File: config.mk
export PLATFORM = sky130hd
export DESIGN_NAME = wb_arb3
export DESIGN_NICKNAME = d
export VERILOG_FILES = /design/src/rtl/wb_arb_pkg.sv /design/src/rtl/wb_arb_rr_pick.sv /design/src/rtl/wb_arb3.sv
export SDC_FILE = /design/constraint.sdc
export NUM_CORES = 1
export LEC_CHECK = 0
export ABC_AREA = 1
export CAP_MARGIN = 20
export CORE_AREA = 4 4 170 172
export DETAILED_ROUTE_END_ITERATION = 8
export DIE_AREA = 0 0 174 176
export HOLD_SLACK_MARGIN = 0.02
export PLACE_DENSITY = 0.54
export SLEW_MARGIN = 10
export SYNTH_ARGS = -nofsm -noshare
export SYNTH_HDL_FRONTEND = slang
export SYNTH_SLANG_ARGS = --single-unit
File: constraint.sdc
create_clock -name wb_clk_i -period 4.1 [get_ports wb_clk_i]
set_input_delay 0.41 -clock wb_clk_i [delete_from_list [all_inputs] [get_ports wb_clk_i]]
set_output_delay 0.41 -clock wb_clk_i [all_outputs]
set_load 0.1 [all_outputs]
File: src/rtl/wb_arb_pkg.sv
// Shared definitions for the three-master Wishbone arbiter: FSM encoding,
// burst cycle-type codes and the master count.
package wb_arb_pkg;
   localparam int NUM_M = 3;

   typedef enum logic [1:0] {
      IDLE = 2'd0,
      BUSY = 2'd1,
      TMO  = 2'd2
   } arb_state_t;

   localparam logic [2:0] CTI_CLASSIC = 3'b000;
   localparam logic [2:0] CTI_CONST   = 3'b001;
   localparam logic [2:0] CTI_INCR    = 3'b010;
   localparam logic [2:0] CTI_END     = 3'b111;

   // Reset value of the last grantee: master 2, so master 0 is served first.
   localparam logic [NUM_M-1:0] LAST_RST = 3'b100;
endpackage

File: src/rtl/wb_arb_rr_pick.sv
// Combinational round-robin selector: the first requester found when
// scanning upward from the master after the last grantee wins.
module wb_arb_rr_pick
   import wb_arb_pkg::*;
(
   input  logic [NUM_M-1:0] req,
   input  logic [NUM_M-1:0] last,
   output logic [NUM_M-1:0] gnt
);

   // Walk distances from farthest to nearest so the nearest requester is written last.
   always_comb begin
      gnt = '0;
      for (int k = NUM_M; k >= 1; k--) begin
         for (int i = 0; i < NUM_M; i++) begin
            if (last[i] && req[(i + k) % NUM_M]) begin
               gnt                    = '0;
               gnt[(i + k) % NUM_M]   = 1'b1;
            end
         end
      end
   end

endmodule

File: src/rtl/wb_arb3.sv
// Three-master to one-slave Wishbone arbiter with round-robin grant held for
// the whole cycle and a stall watchdog that terminates hung cycles with err.
module wb_arb3
   import wb_arb_pkg::*;
#(
   parameter int dw        = 32,
   parameter int aw        = 32,
   parameter int to_cycles = 255
) (
   input  logic            wb_clk_i,
   input  logic            wb_rst_i,
   input  logic [aw-1:0]   wbm0_adr_i,
   input  logic [dw-1:0]   wbm0_dat_i,
   input  logic [dw/8-1:0] wbm0_sel_i,
   input  logic            wbm0_cyc_i,
   input  logic            wbm0_stb_i,
   input  logic            wbm0_we_i,
   input  logic [2:0]      wbm0_cti_i,
   input  logic [1:0]      wbm0_bte_i,
   output logic            wbm0_ack_o,
   output logic            wbm0_err_o,
   output logic            wbm0_rty_o,
   output logic [dw-1:0]   wbm0_dat_o,
   input  logic [aw-1:0]   wbm1_adr_i,
   input  logic [dw-1:0]   wbm1_dat_i,
   input  logic [dw/8-1:0] wbm1_sel_i,
   input  logic            wbm1_cyc_i,
   input  logic            wbm1_stb_i,
   input  logic            wbm1_we_i,
   input  logic [2:0]      wbm1_cti_i,
   input  logic [1:0]      wbm1_bte_i,
   output logic            wbm1_ack_o,
   output logic            wbm1_err_o,
   output logic            wbm1_rty_o,
   output logic [dw-1:0]   wbm1_dat_o,
   input  logic [aw-1:0]   wbm2_adr_i,
   input  logic [dw-1:0]   wbm2_dat_i,
   input  logic [dw/8-1:0] wbm2_sel_i,
   input  logic            wbm2_cyc_i,
   input  logic            wbm2_stb_i,
   input  logic            wbm2_we_i,
   input  logic [2:0]      wbm2_cti_i,
   input  logic [1:0]      wbm2_bte_i,
   output logic            wbm2_ack_o,
   output logic            wbm2_err_o,
   output logic            wbm2_rty_o,
   output logic [dw-1:0]   wbm2_dat_o,
   output logic [aw-1:0]   wbs_adr_o,
   output logic [dw-1:0]   wbs_dat_o,
   output logic [dw/8-1:0] wbs_sel_o,
   output logic            wbs_cyc_o,
   output logic            wbs_stb_o,
   output logic            wbs_we_o,
   output logic [2:0]      wbs_cti_o,
   output logic [1:0]      wbs_bte_o,
   input  logic [dw-1:0]   wbs_dat_i,
   input  logic            wbs_ack_i,
   input  logic            wbs_err_i,
   input  logic            wbs_rty_i,
   output logic [2:0]      gnt_o
);

   localparam int              CW  = (to_cycles > 0) ? $clog2(to_cycles + 1) : 1;
   localparam logic [CW-1:0]   LIM = (to_cycles > 0) ? CW'(to_cycles - 1) : '0;

   logic [NUM_M-1:0][aw-1:0]   m_adr;
   logic [NUM_M-1:0][dw-1:0]   m_dat;
   logic [NUM_M-1:0][dw/8-1:0] m_sel;
   logic [NUM_M-1:0][2:0]      m_cti;
   logic [NUM_M-1:0][1:0]      m_bte;
   logic [NUM_M-1:0]           m_cyc, m_stb, m_we;
   logic [NUM_M-1:0]           m_ack, m_err, m_rty;

   arb_state_t       state;
   logic [NUM_M-1:0] gnt, last, pick, msel;
   logic [CW-1:0]    cnt;
   logic             rst_hold;
   logic             busy, g_cyc, g_stb, g_we, term, tmo_hit;
   logic [dw/8-1:0]  sel_mux;

   assign m_adr = {wbm2_adr_i, wbm1_adr_i, wbm0_adr_i};
   assign m_dat = {wbm2_dat_i, wbm1_dat_i, wbm0_dat_i};
   assign m_sel = {wbm2_sel_i, wbm1_sel_i, wbm0_sel_i};
   assign m_cti = {wbm2_cti_i, wbm1_cti_i, wbm0_cti_i};
   assign m_bte = {wbm2_bte_i, wbm1_bte_i, wbm0_bte_i};
   assign m_cyc = {wbm2_cyc_i, wbm1_cyc_i, wbm0_cyc_i};
   assign m_stb = {wbm2_stb_i, wbm1_stb_i, wbm0_stb_i};
   assign m_we  = {wbm2_we_i,  wbm1_we_i,  wbm0_we_i};

   wb_arb_rr_pick u_pick (
      .req  (m_cyc),
      .last (last),
      .gnt  (pick)
   );

   // Reset gating keeps every strobe and termination quiet the instant reset rises.
   assign busy  = (state == BUSY) && !wb_rst_i;
   assign g_cyc = |(gnt & m_cyc);
   assign g_stb = |(gnt & m_stb);
   assign g_we  = |(gnt & m_we);
   assign term  = wbs_ack_i | wbs_err_i | wbs_rty_i;

   generate
      if (to_cycles > 0) begin : g_wd
         assign tmo_hit = busy && g_cyc && g_stb && !term && (cnt == LIM);
      end else begin : g_nowd
         assign tmo_hit = 1'b0;
      end
   endgenerate

   // Address/data path stays on the last grantee while no one holds the bus.
   assign msel = (gnt != '0) ? gnt : last;

   always_comb begin
      wbs_adr_o = '0;
      wbs_dat_o = '0;
      sel_mux   = '0;
      wbs_cti_o = '0;
      wbs_bte_o = '0;
      for (int i = 0; i < NUM_M; i++) begin
         if (msel[i]) begin
            wbs_adr_o = m_adr[i];
            wbs_dat_o = m_dat[i];
            sel_mux   = m_sel[i];
            wbs_cti_o = m_cti[i];
            wbs_bte_o = m_bte[i];
         end
      end
   end

   assign wbs_cyc_o = busy && g_cyc;
   assign wbs_stb_o = busy && g_stb;
   assign wbs_we_o  = busy && g_we;
   assign wbs_sel_o = busy ? sel_mux : '0;

   assign m_ack = busy ? (gnt & {NUM_M{wbs_ack_i}})           : '0;
   assign m_err = busy ? (gnt & {NUM_M{wbs_err_i | tmo_hit}}) : '0;
   assign m_rty = busy ? (gnt & {NUM_M{wbs_rty_i}})           : '0;

   assign {wbm2_ack_o, wbm1_ack_o, wbm0_ack_o} = m_ack;
   assign {wbm2_err_o, wbm1_err_o, wbm0_err_o} = m_err;
   assign {wbm2_rty_o, wbm1_rty_o, wbm0_rty_o} = m_rty;
   assign wbm0_dat_o = wbs_dat_i;
   assign wbm1_dat_o = wbs_dat_i;
   assign wbm2_dat_o = wbs_dat_i;
   assign gnt_o      = gnt;

   // rst_hold spends the first edge after reset so grants start on the second.
   always_ff @(posedge wb_clk_i or posedge wb_rst_i) begin
      if (wb_rst_i) begin
         state    <= IDLE;
         gnt      <= '0;
         last     <= LAST_RST;
         cnt      <= '0;
         rst_hold <= 1'b1;
      end else begin
         rst_hold <= 1'b0;
         unique case (state)
            IDLE: begin
               cnt <= '0;
               if (!rst_hold && (m_cyc != '0)) begin
                  gnt   <= pick;
                  state <= BUSY;
               end
            end
            BUSY: begin
               if (!g_cyc) begin
                  state <= IDLE;
                  last  <= gnt;
                  gnt   <= '0;
                  cnt   <= '0;
               end else if (tmo_hit) begin
                  state <= TMO;
                  cnt   <= '0;
               end else if (g_stb && !term) begin
                  cnt <= cnt + 1'b1;
               end else begin
                  cnt <= '0;
               end
            end
            TMO: begin
               if (!g_cyc) begin
                  state <= IDLE;
                  last  <= gnt;
                  gnt   <= '0;
               end
            end
            default: state <= IDLE;
         endcase
      end
   end

endmodule

After elaboration in Yosys (flattened, before gate mapping)
Index checks and enable logic that the tools add are counted.
Widths: inputs -> output; s select.

operators by class
  add/sub/neg operators = 1
  equal/unequal tests = 7
  mux-type cells = 41
  bitwise gates (word level) = 10
  reductions and logical operators = 33

operators by type and width
  operator             count
  $mux 32              6
  $mux 3               16
  $mux 8               3
  $and 3x3->3          6
  $logic_and 1x1->1    18
  $mux 2               8
  $mux 4               4
  $pmux 8 s2           1
  $reduce_or 3->1      3
  $add 8x1->8 const B  1
  $eq 8x8->1 const B   1
  $ne 2x2->1 const B   3
  $pmux 2 s3           1
  $pmux 3 s2           1
  $reduce_and 3->1     2
  $reduce_bool 3->1    2
  $reduce_bool 2->1    2
  $logic_not 1->1      3
  $ne 3x3->1 const B   1
  $or 1x1->1           3
  $eq 2x1->1 const B   1
  $eq 2x2->1 const B   1
  $logic_not 2->1      1
  $reduce_and 2->1     1
  other kinds (3)      3

storage, ports and cells
  register bits after elaboration = 17
  input port bits = 265

Longest topological paths before layout
Gate-level depths: netlist of the first run.

  depth in word-level cells = 12
  depth in mapped cells = 11
  mapped depth without buffers = 11

Hierarchy
From an unflattened synthesis of the first run, not the netlist that was laid out.

unflattened totals
  cells, all modules = 612
  area total of the unflattened synthesis = 3,410.8 µm²

by module, submodules not included
  module          instances  cells each  area an instance (µm²)  sequential area each (µm²)
  wb_arb3         1          587         3,308.2                 427.9
  wb_arb_rr_pick  1          25          102.6                   0.0

Least setup slack after synthesis of the first run
Ideal clock, no wire load.

  path kind = reg-to-output
  from = register gnt[2] (netlist: gnt_o[2])
  to = output port wbm0_err_o
  data arrival time = 3,699 ps
  required time = 3,690 ps
  slack = -9 ps
  stages on the path, launching flop included = 7
  path buffers = 0
  cell sequence = dfrtp_1 nand2_1 nand3_1 nand2_1 inv_1 nand2_1 a21oi_1

on the way
  longest elaborated chain between the ends = 9
  elaborated cells on any way between the ends = 11

ends and longest elaborated chain
  element                          RTL line        RTL
  start, declared                  wb_arb3.sv:75   logic [NUM_M-1:0] gnt, last, pick, msel;
  start signal, assigned           wb_arb3.sv:162  gnt <= pick;
  $and 3x3->3                      wb_arb3.sv:98   assign g_cyc = |(gnt & m_cyc);
  $reduce_or 3->1                  wb_arb3.sv:98
  $logic_and 1x1->1                --
  via wbs_cyc_o                    wb_arb3.sv:51   output logic wbs_cyc_o,
  $logic_and 1x1->1 (3 in series)  wb_arb3.sv:105  assign tmo_hit = busy && g_cyc && g_stb && !term && (cnt == LIM);
  $or 1x1->1                       wb_arb3.sv:137  assign m_err = busy ? (gnt & {NUM_M{wbs_err_i | tmo_hit}}) : '0;
  $and 3x3->3                      wb_arb3.sv:137
  $mux 3                           wb_arb3.sv:137
  end, declared                    wb_arb3.sv:21   output logic wbm0_err_o,

The timed path passes the listed nets, and every way through them passes these cells.

Worst setup path after layout of the first run
  from = register gnt[0] (netlist: gnt_o[0])
  to = output port wbs_bte_o[1]

on the way
  longest elaborated chain between the ends = 5

ends and longest elaborated chain
  element               RTL line        RTL
  $reduce_bool 3->1     wb_arb3.sv:112  assign msel = (gnt != '0) ? gnt : last;
  $mux 3 (*)            wb_arb3.sv:112
  $mux 2 (2 in series)  wb_arb3.sv:121  if (msel[i]) begin
  $mux 2 (*)            wb_arb3.sv:121
  end, declared         wb_arb3.sv:55   output logic [1:0] wbs_bte_o,

Every way passes the cells marked *; elsewhere a longest branch is shown, timed or not.

==> qor.csv, run 1 <==
stage,metric,value,unit
worst_setup_path,critical_path.endpoint,wbs_bte_o[1],
sta,max-slew-margin-rel,0.350,
layout,utilization,0.227,
power,intPower,1.63,mW
yosys,avgSynthCellArea,5.60,µm²
worst_hold_path,hold_depth,2,
worst_setup_path,reg2reg_to,state[1],
global_routing,grt_usage,0.118,
detailed_routing,dr.pass1.iters,5,
worst_setup_path,rr_worst_depth,11,
sta,skew,0.00156,ns
worst_hold_path,hp-class,reg2reg,
power,combPwrFrac,0.932,
detailed_routing,routed_via_density,3.98,
clocking,cts_buffer_depth,2,
layout,drive_gt1_frac,0.131,
worst_setup_path,path_class,reg2out,
global_routing,overflow,0,
place,dp_hpwl,16.1,mm
yosys,syn_inst,593,
clocking,cts_tree,built,
die,die_w,174,µm
detailed_routing,totalWireLength,19.7,mm
clocking,clock-sinks,17,
power,sequentialPowerShare,0.035,
power,pwr-share-clk,0.033,
global_routing,grt_pass1_vias,4500,
sta,hold_viol,0,
die,core-area,27500,µm²
power,power_switching,4.37,mW
power,powerDensity,963,nW/µm²
clocking,ctsHtreeMaxLevel,1,
clocking,ctsRootBufferMaster,clkbuf_16,
clocking,path_clk_slew,0.05,ns
detailed_routing,drc,0,
layout,finalNonFillerCells,1145,
place,port_buffers,320,
sta,slew_viol_final,0,
yosys,synth_area,3320,µm²
detailed_routing,drtIter0Drc,226,
sta,fin_crit,3.09,ns
worst_setup_path,arrival,2.68,ns
sta,setup_viol,0,
sta,worst_slack,1.01,ns
global_routing,antenna_found_initial,2,
worst_setup_path,cp.required,3.69,ns
job,drv_cap,0,
worst_setup_path,r2r_start,state[1],
yosys,yosys_warnings,0,
die,design.die.area,30600,µm²
sta,post-route-period-util,0.754,
yosys,ys_seq_area_frac,0.129,
sta,whs,0.511,ns
die,die_y,176,µm
power,power.leakage,2.55,nW
power,swShare,0.729,
yosys,synth_cell_types,26,
layout,area_delta_synth_final,87.7,%
power,ir_drop,315,µV
place,preCtsSetupSlack,1.28,ns
global_routing,grt_pass1_wl,28.5,mm
layout,num-nets-final,1070,
worst_setup_path,crit_fanout,73,
clocking,clk_latency,0.24,ns
sta,max_freq,323,MHz
die,ios,449,
place,place_congestion,0.856,
clocking,post_cts_buffers,0,
worst_setup_path,crit_path_end_kind,output pin,
worst_setup_path,reg2reg_slack,2.31,ns
detailed_routing,avgRoutedWirePerCell,17.2,µm
die,start_util,0.121,
yosys,synth_seq_cells,17,
detailed_routing,drtAntennaViolNets,0,
sta,grt_setup_unrepaired,false,
global_routing,grt_start_max_net_pins,74,
detailed_routing,via_count,4552,
outcome,status,"finished, final reports clean",
yosys,synth_nets,863,
clocking,numCtsBuffers,3,
worst_setup_path,crit_start,gnt_o[0],
sta,worst_pin_slew,0.972,ns
clocking,cts_resized,0,
worst_setup_path,start_kind,flip-flop,
die,rows,61,
clocking,postCtsHoldBufs,0,
place,dp.cells,1141,
power,power,6.00,mW
layout,diodes,0,
==> sequential cells by signal (all words and copies together), names as in the netlist <==
register	count
cnt	8
gnt_o	3
last	3
state	2
rst_hold	1
==> power groups by stage <==
| stage | Combinational, mW | Clock (mW) | Sequential (mW) |
|---|---|---|---|
| 6_report | 5.59 | 0.195 | 0.212 |
| 5_1_grt | 5.81 | 0.210 | 0.215 |
| 4_1_cts | 5.65 | 0.201 | 0.211 |
| 3_5_place_dp | 5.63 | 0 | 0.213 |
| 3_3_place_gp | 5.64 | 0 | 0.212 |
| 2_1_floorplan | 4.44 | 0 | 0.236 |
==> cell families after synthesis <==
family                   synth area share
buffers and inverters               0.299
other                             0.00113
flip-flops                          0.129
XOR/XNOR                           0.0106
adder cells (fa/ha/maj)            0.0189
AO/OA/AOI/OAI                       0.259
AND/OR/NAND/NOR                     0.282
==> worst max-delay path, stage by stage (launching register included) <==
cell and delay (ns):
dfrtp_1 0.48, inv_2 0.14, nand3_1 0.09, nand2_2 0.10
buf_4 0.67, a21oi_1 0.16, a21oi_1 0.46, buf_12 0.24
==> per-layer routing <==
layer  wire [µm]  vias to the layer above  global-route usage
met2        9160                      300               0.192
met4         208                        4              0.0142
met3        2250                       19              0.0503
met1        8100                     1991               0.151
li1            -                     2238                   -
met5          21                        -                   0
==> how the worst min path moves through the flow <==
stage,start,end,slack [ns]
final,state[1],state[1],0.51
after global routing,state[1],state[1],0.54
after CTS,state[1],state[1],0.51
after detailed placement,state[1],state[1],0.50
after global placement,state[1],state[1],0.50
after floorplan,wb_rst_i,cnt[0],0.33
==> cells in the mapped netlist, drive strengths merged <==
master	instances	share of area
a21o	1	0.0023
a21oi	151	0.23
a31oi	1	0.0019
and2	1	0.0019
buf	119	0.26
clkbuf	7	0.0079
conb	1	0.0011
dfrtp	15	0.11
dfstp	2	0.016
ha	5	0.019
inv	29	0.033
nand2	131	0.15
nand3	9	0.014
nand4	2	0.0038
nor2	95	0.11
nor3	3	0.0045
o211ai	1	0.0023
o21ai	14	0.021
o21bai	1	0.0023
o22ai	1	0.0019
xor2	4	0.011
==> layout make-up <==
type                    count  area (µm²)
well taps                 346         433
clock buffers               4        78.8
inverters                  29         109
fillers                  3072       21200
multi-input cells         421        1920
repair buffers            328        3260
flip-flops and latches     17         428
==> layout by cell type (no fill, tap or decap), types with 2 or more instances in the layout <==
cell type	count
a21oi_1	151
buf_12	17
buf_4	76
clkbuf_16	3
clkdlybuf4s50_1	235
dfrtp_1	15
dfstp_2	2
ha_1	5
inv_1	26
inv_2	3
nand2_1	130
nand3_1	9
nand4_1	2
nor2_1	93
nor3_1	3
o21ai_0	13
xor2_1	4
==> through the flow <==
| stage | instance area (µm²) | TNS [ns] |
|---|---|---|
| after floorplan | 3320 | -0.0281 |
| after global placement | 6150 | 0 |
| after detailed placement | 6150 | 0 |
| after CTS | 6230 | 0 |
| after global routing | 6230 | 0 |
| final | 6230 | 0 |
Note: power is estimated with default switching activity, not from simulation.
==> run 2: changes to the inputs <==
--- a/config.mk
+++ b/config.mk
@@ -7,9 +7,9 @@
 export LEC_CHECK = 0
 export ABC_AREA = 1
 export CAP_MARGIN = 20
-export CORE_AREA = 4 4 170 172
+export CORE_AREA = 4 4 172 174
 export DETAILED_ROUTE_END_ITERATION = 8
-export DIE_AREA = 0 0 174 176
+export DIE_AREA = 0 0 176 178
 export HOLD_SLACK_MARGIN = 0.02
 export PLACE_DENSITY = 0.54
 export SLEW_MARGIN = 10
==> constraint.sdc (replaced) <==
create_clock -name wb_clk_i -period 2.66 [get_ports wb_clk_i]
set_input_delay 0.266 -clock wb_clk_i [delete_from_list [all_inputs] [get_ports wb_clk_i]]
set_output_delay 0.266 -clock wb_clk_i [all_outputs]
set_load 0.1 [all_outputs]
==> qor.csv, run 2 (synthesized netlist as in run 1, its figures left out) <==
stage,metric,value,unit,change
place,place_area,7490,µm²,+22%
clocking,cts_tree,built,,
clocking,ctsHtreeMaxLevel,1,,unchanged
clocking,numCtsBuffers,3,,unchanged
place,port_buffers,320,,unchanged
global_routing,grt_usage,0.122,,+0.00399
worst_setup_path,start_kind,flip-flop,,
die,rows,61,,unchanged
layout,top_register,cnt,,
clocking,ctsRootBufferMaster,clkbuf_16,,
global_routing,grt_start_max_net_pins,74,,unchanged
clocking,path_clk_slew,0.05,ns,about the same
detailed_routing,drtAntennaViolNets,0,,unchanged
place,place_congestion,0.808,,-5.6%
global_routing,overflow,0,,unchanged
layout,layout_commonest_cell,clkdlybuf4s50_1,,
die,ios,449,,unchanged
clocking,post_cts_buffers,0,,unchanged
layout,diodes,0,,unchanged
job,drv_cap,0,,unchanged
worst_hold_path,hp-class,reg2reg,,
place,dp_hpwl,17.8,mm,+11%
layout,num-nets-final,1078,,+0.75%
sta,fin_crit,2.43,ns,
worst_setup_path,crit_path_end_kind,output pin,,
layout,design_area,7580,µm²,+22%
die,die_y,178,µm,+1.1%
die,core-area,27800,µm²,+1.1%
sta,setup_viol,0,,unchanged
worst_setup_path,path_class,reg2out,,
layout,finalNonFillerCells,1185,,+3.5%
detailed_routing,drtIter0Drc,189,,-16%
worst_setup_path,cp.required,2.39,ns,-1.30 ns
detailed_routing,dr.pass1.iters,4,,-1
clocking,clk_latency,0.24,ns,about the same
layout,utilization,0.273,,+0.0460
sta,max_freq,412,MHz,
detailed_routing,via_count,4582,,+0.66%
clocking,cts_buffer_depth,2,,unchanged
worst_setup_path,arrival,2.16,ns,-0.52 ns
power,ir_drop,477,µV,+51%
detailed_routing,avgRoutedWirePerCell,18.1,µm,+4.9%
layout,area_delta_synth_final,128,%,
sta,worst_pin_slew,0.662,ns,-0.309 ns
place,preCtsSetupSlack,0.360,ns,-0.915 ns
sta,skew,0.00192,ns,+0.000358 ns
sta,max-slew-margin-rel,0.558,,+0.208
detailed_routing,routed_via_density,3.87,,-2.7%
global_routing,grt_pass1_vias,4514,,+0.31%
layout,largest_register_ffs,8,,unchanged
place,dp.cells,1181,,+3.5%
outcome,status,"finished, final reports clean",,
detailed_routing,totalWireLength,21.4,mm,+8.5%
sta,grt_setup_unrepaired,false,,
sta,hold_viol,0,,unchanged
die,design.die.area,31300,µm²,+2.3%
layout,final_cell_mix,"232 x clkdlybuf4s50_1, 130 x nand2_1, 93 x nor2_1",,
sta,setup_tns,0,ns,unchanged
power,powerDensity,1480,nW/µm²,+54%
power,power.leakage,2.80,nW,+10%
worst_setup_path,reg2reg_slack,0.98,ns,-1.33 ns
layout,drive_gt1_frac,0.244,,+0.113
sta,post-route-period-util,0.912,,
sta,slew_viol_final,0,,unchanged
die,start_util,0.119,,-0.00133
sta,worst_slack,0.233,ns,-0.775 ns
worst_setup_path,crit_fanout,57,,-22%
global_routing,grt_pass1_wl,29.4,mm,+3.4%
global_routing,antenna_found_initial,2,,unchanged
clocking,clock-sinks,17,,unchanged
die,die_w,176,µm,+1.1%
detailed_routing,drc,0,,unchanged
==> run 2: changes by cell type in the layout (fill, tap and decap cells not counted), sizes merged <==
cell / before / now
clkinvlp: 0 / 1
inv: 29 / 28
clkinv: 0 / 1
buf: 93 / 104
clkbuf: 4 / 3
clkdlybuf4s50: 235 / 232
==> run 2: path summary, 6_finish.rpt <==
check | startpoint | end | depth (start not counted)
setup reg to reg | state[1] | state[0] | 11
setup / recovery | gnt_o[0] | wbs_dat_o[0] | 8
hold / removal | state[0] | state[0] | 2
max in group asynchronous | wb_rst_i | gnt_o[1] | 2
min in group asynchronous | wb_rst_i | state[0] | 2
hold reg to reg | state[0] | state[0] | 2
==> run 2: power breakdown <==
part | internal, mW | total [mW] | switching [mW] | leakage, nW
clock | 0.201 | 0.297 | 0.0960 | 0.0409
combinational | 3.55 | 10.6 | 7.07 | 2.54
sequential | 0.288 | 0.325 | 0.0364 | 0.223
total | 4.04 | 11.2 | 7.20 | 2.80
==> run 2: layout make-up <==
cell class	instances	area, µm²
multi-input cells	421	2240
clock buffers	3	75.1
inverters	29	113
repair buffers	336	4240
clock inverters	1	5.00
fillers	3062	20200
well taps	378	473
flip-flops and latches	17	432
==> run 2: metrics by stage <==
| stage | hold WS, ns | power, mW |
|---|---|---|
| final | 0.504 | 11.2 |
| after global routing | 0.532 | 11.6 |
| after CTS | 0.514 | 11.3 |
| after detailed placement | 0.500 | 11.0 |
| after global placement | 0.496 | 11.0 |
| after floorplan | 0.190 | 7.54 |
==> run 2: per-layer routing <==
layer | up-vias | share of wire | global-route usage
met5 | - | 0.0010 | 0
met4 | 4 | 0.012 | 0.0143
met3 | 22 | 0.12 | 0.0608
met2 | 270 | 0.49 | 0.211
met1 | 2033 | 0.38 | 0.140
li1 | 2253 | - | -
==> run 2: critical path, stage by stage (launching register included) <==
cell and delay [ns]:
dfrtp_2 0.48, inv_2 0.11, nand3_1 0.12, nand2_4 0.18, buf_12 0.29, a21oi_1 0.11, buf_4 0.16, a21oi_4 0.20
buf_12 0.21
==> run 2: what timing repair did <==
item                                    4_1_cts  5_1_grt
hold endpoints to repair                      0        0
resized for setup                             0        1
endpoints found under the setup margin        0        1
hold buffers                                  0        0
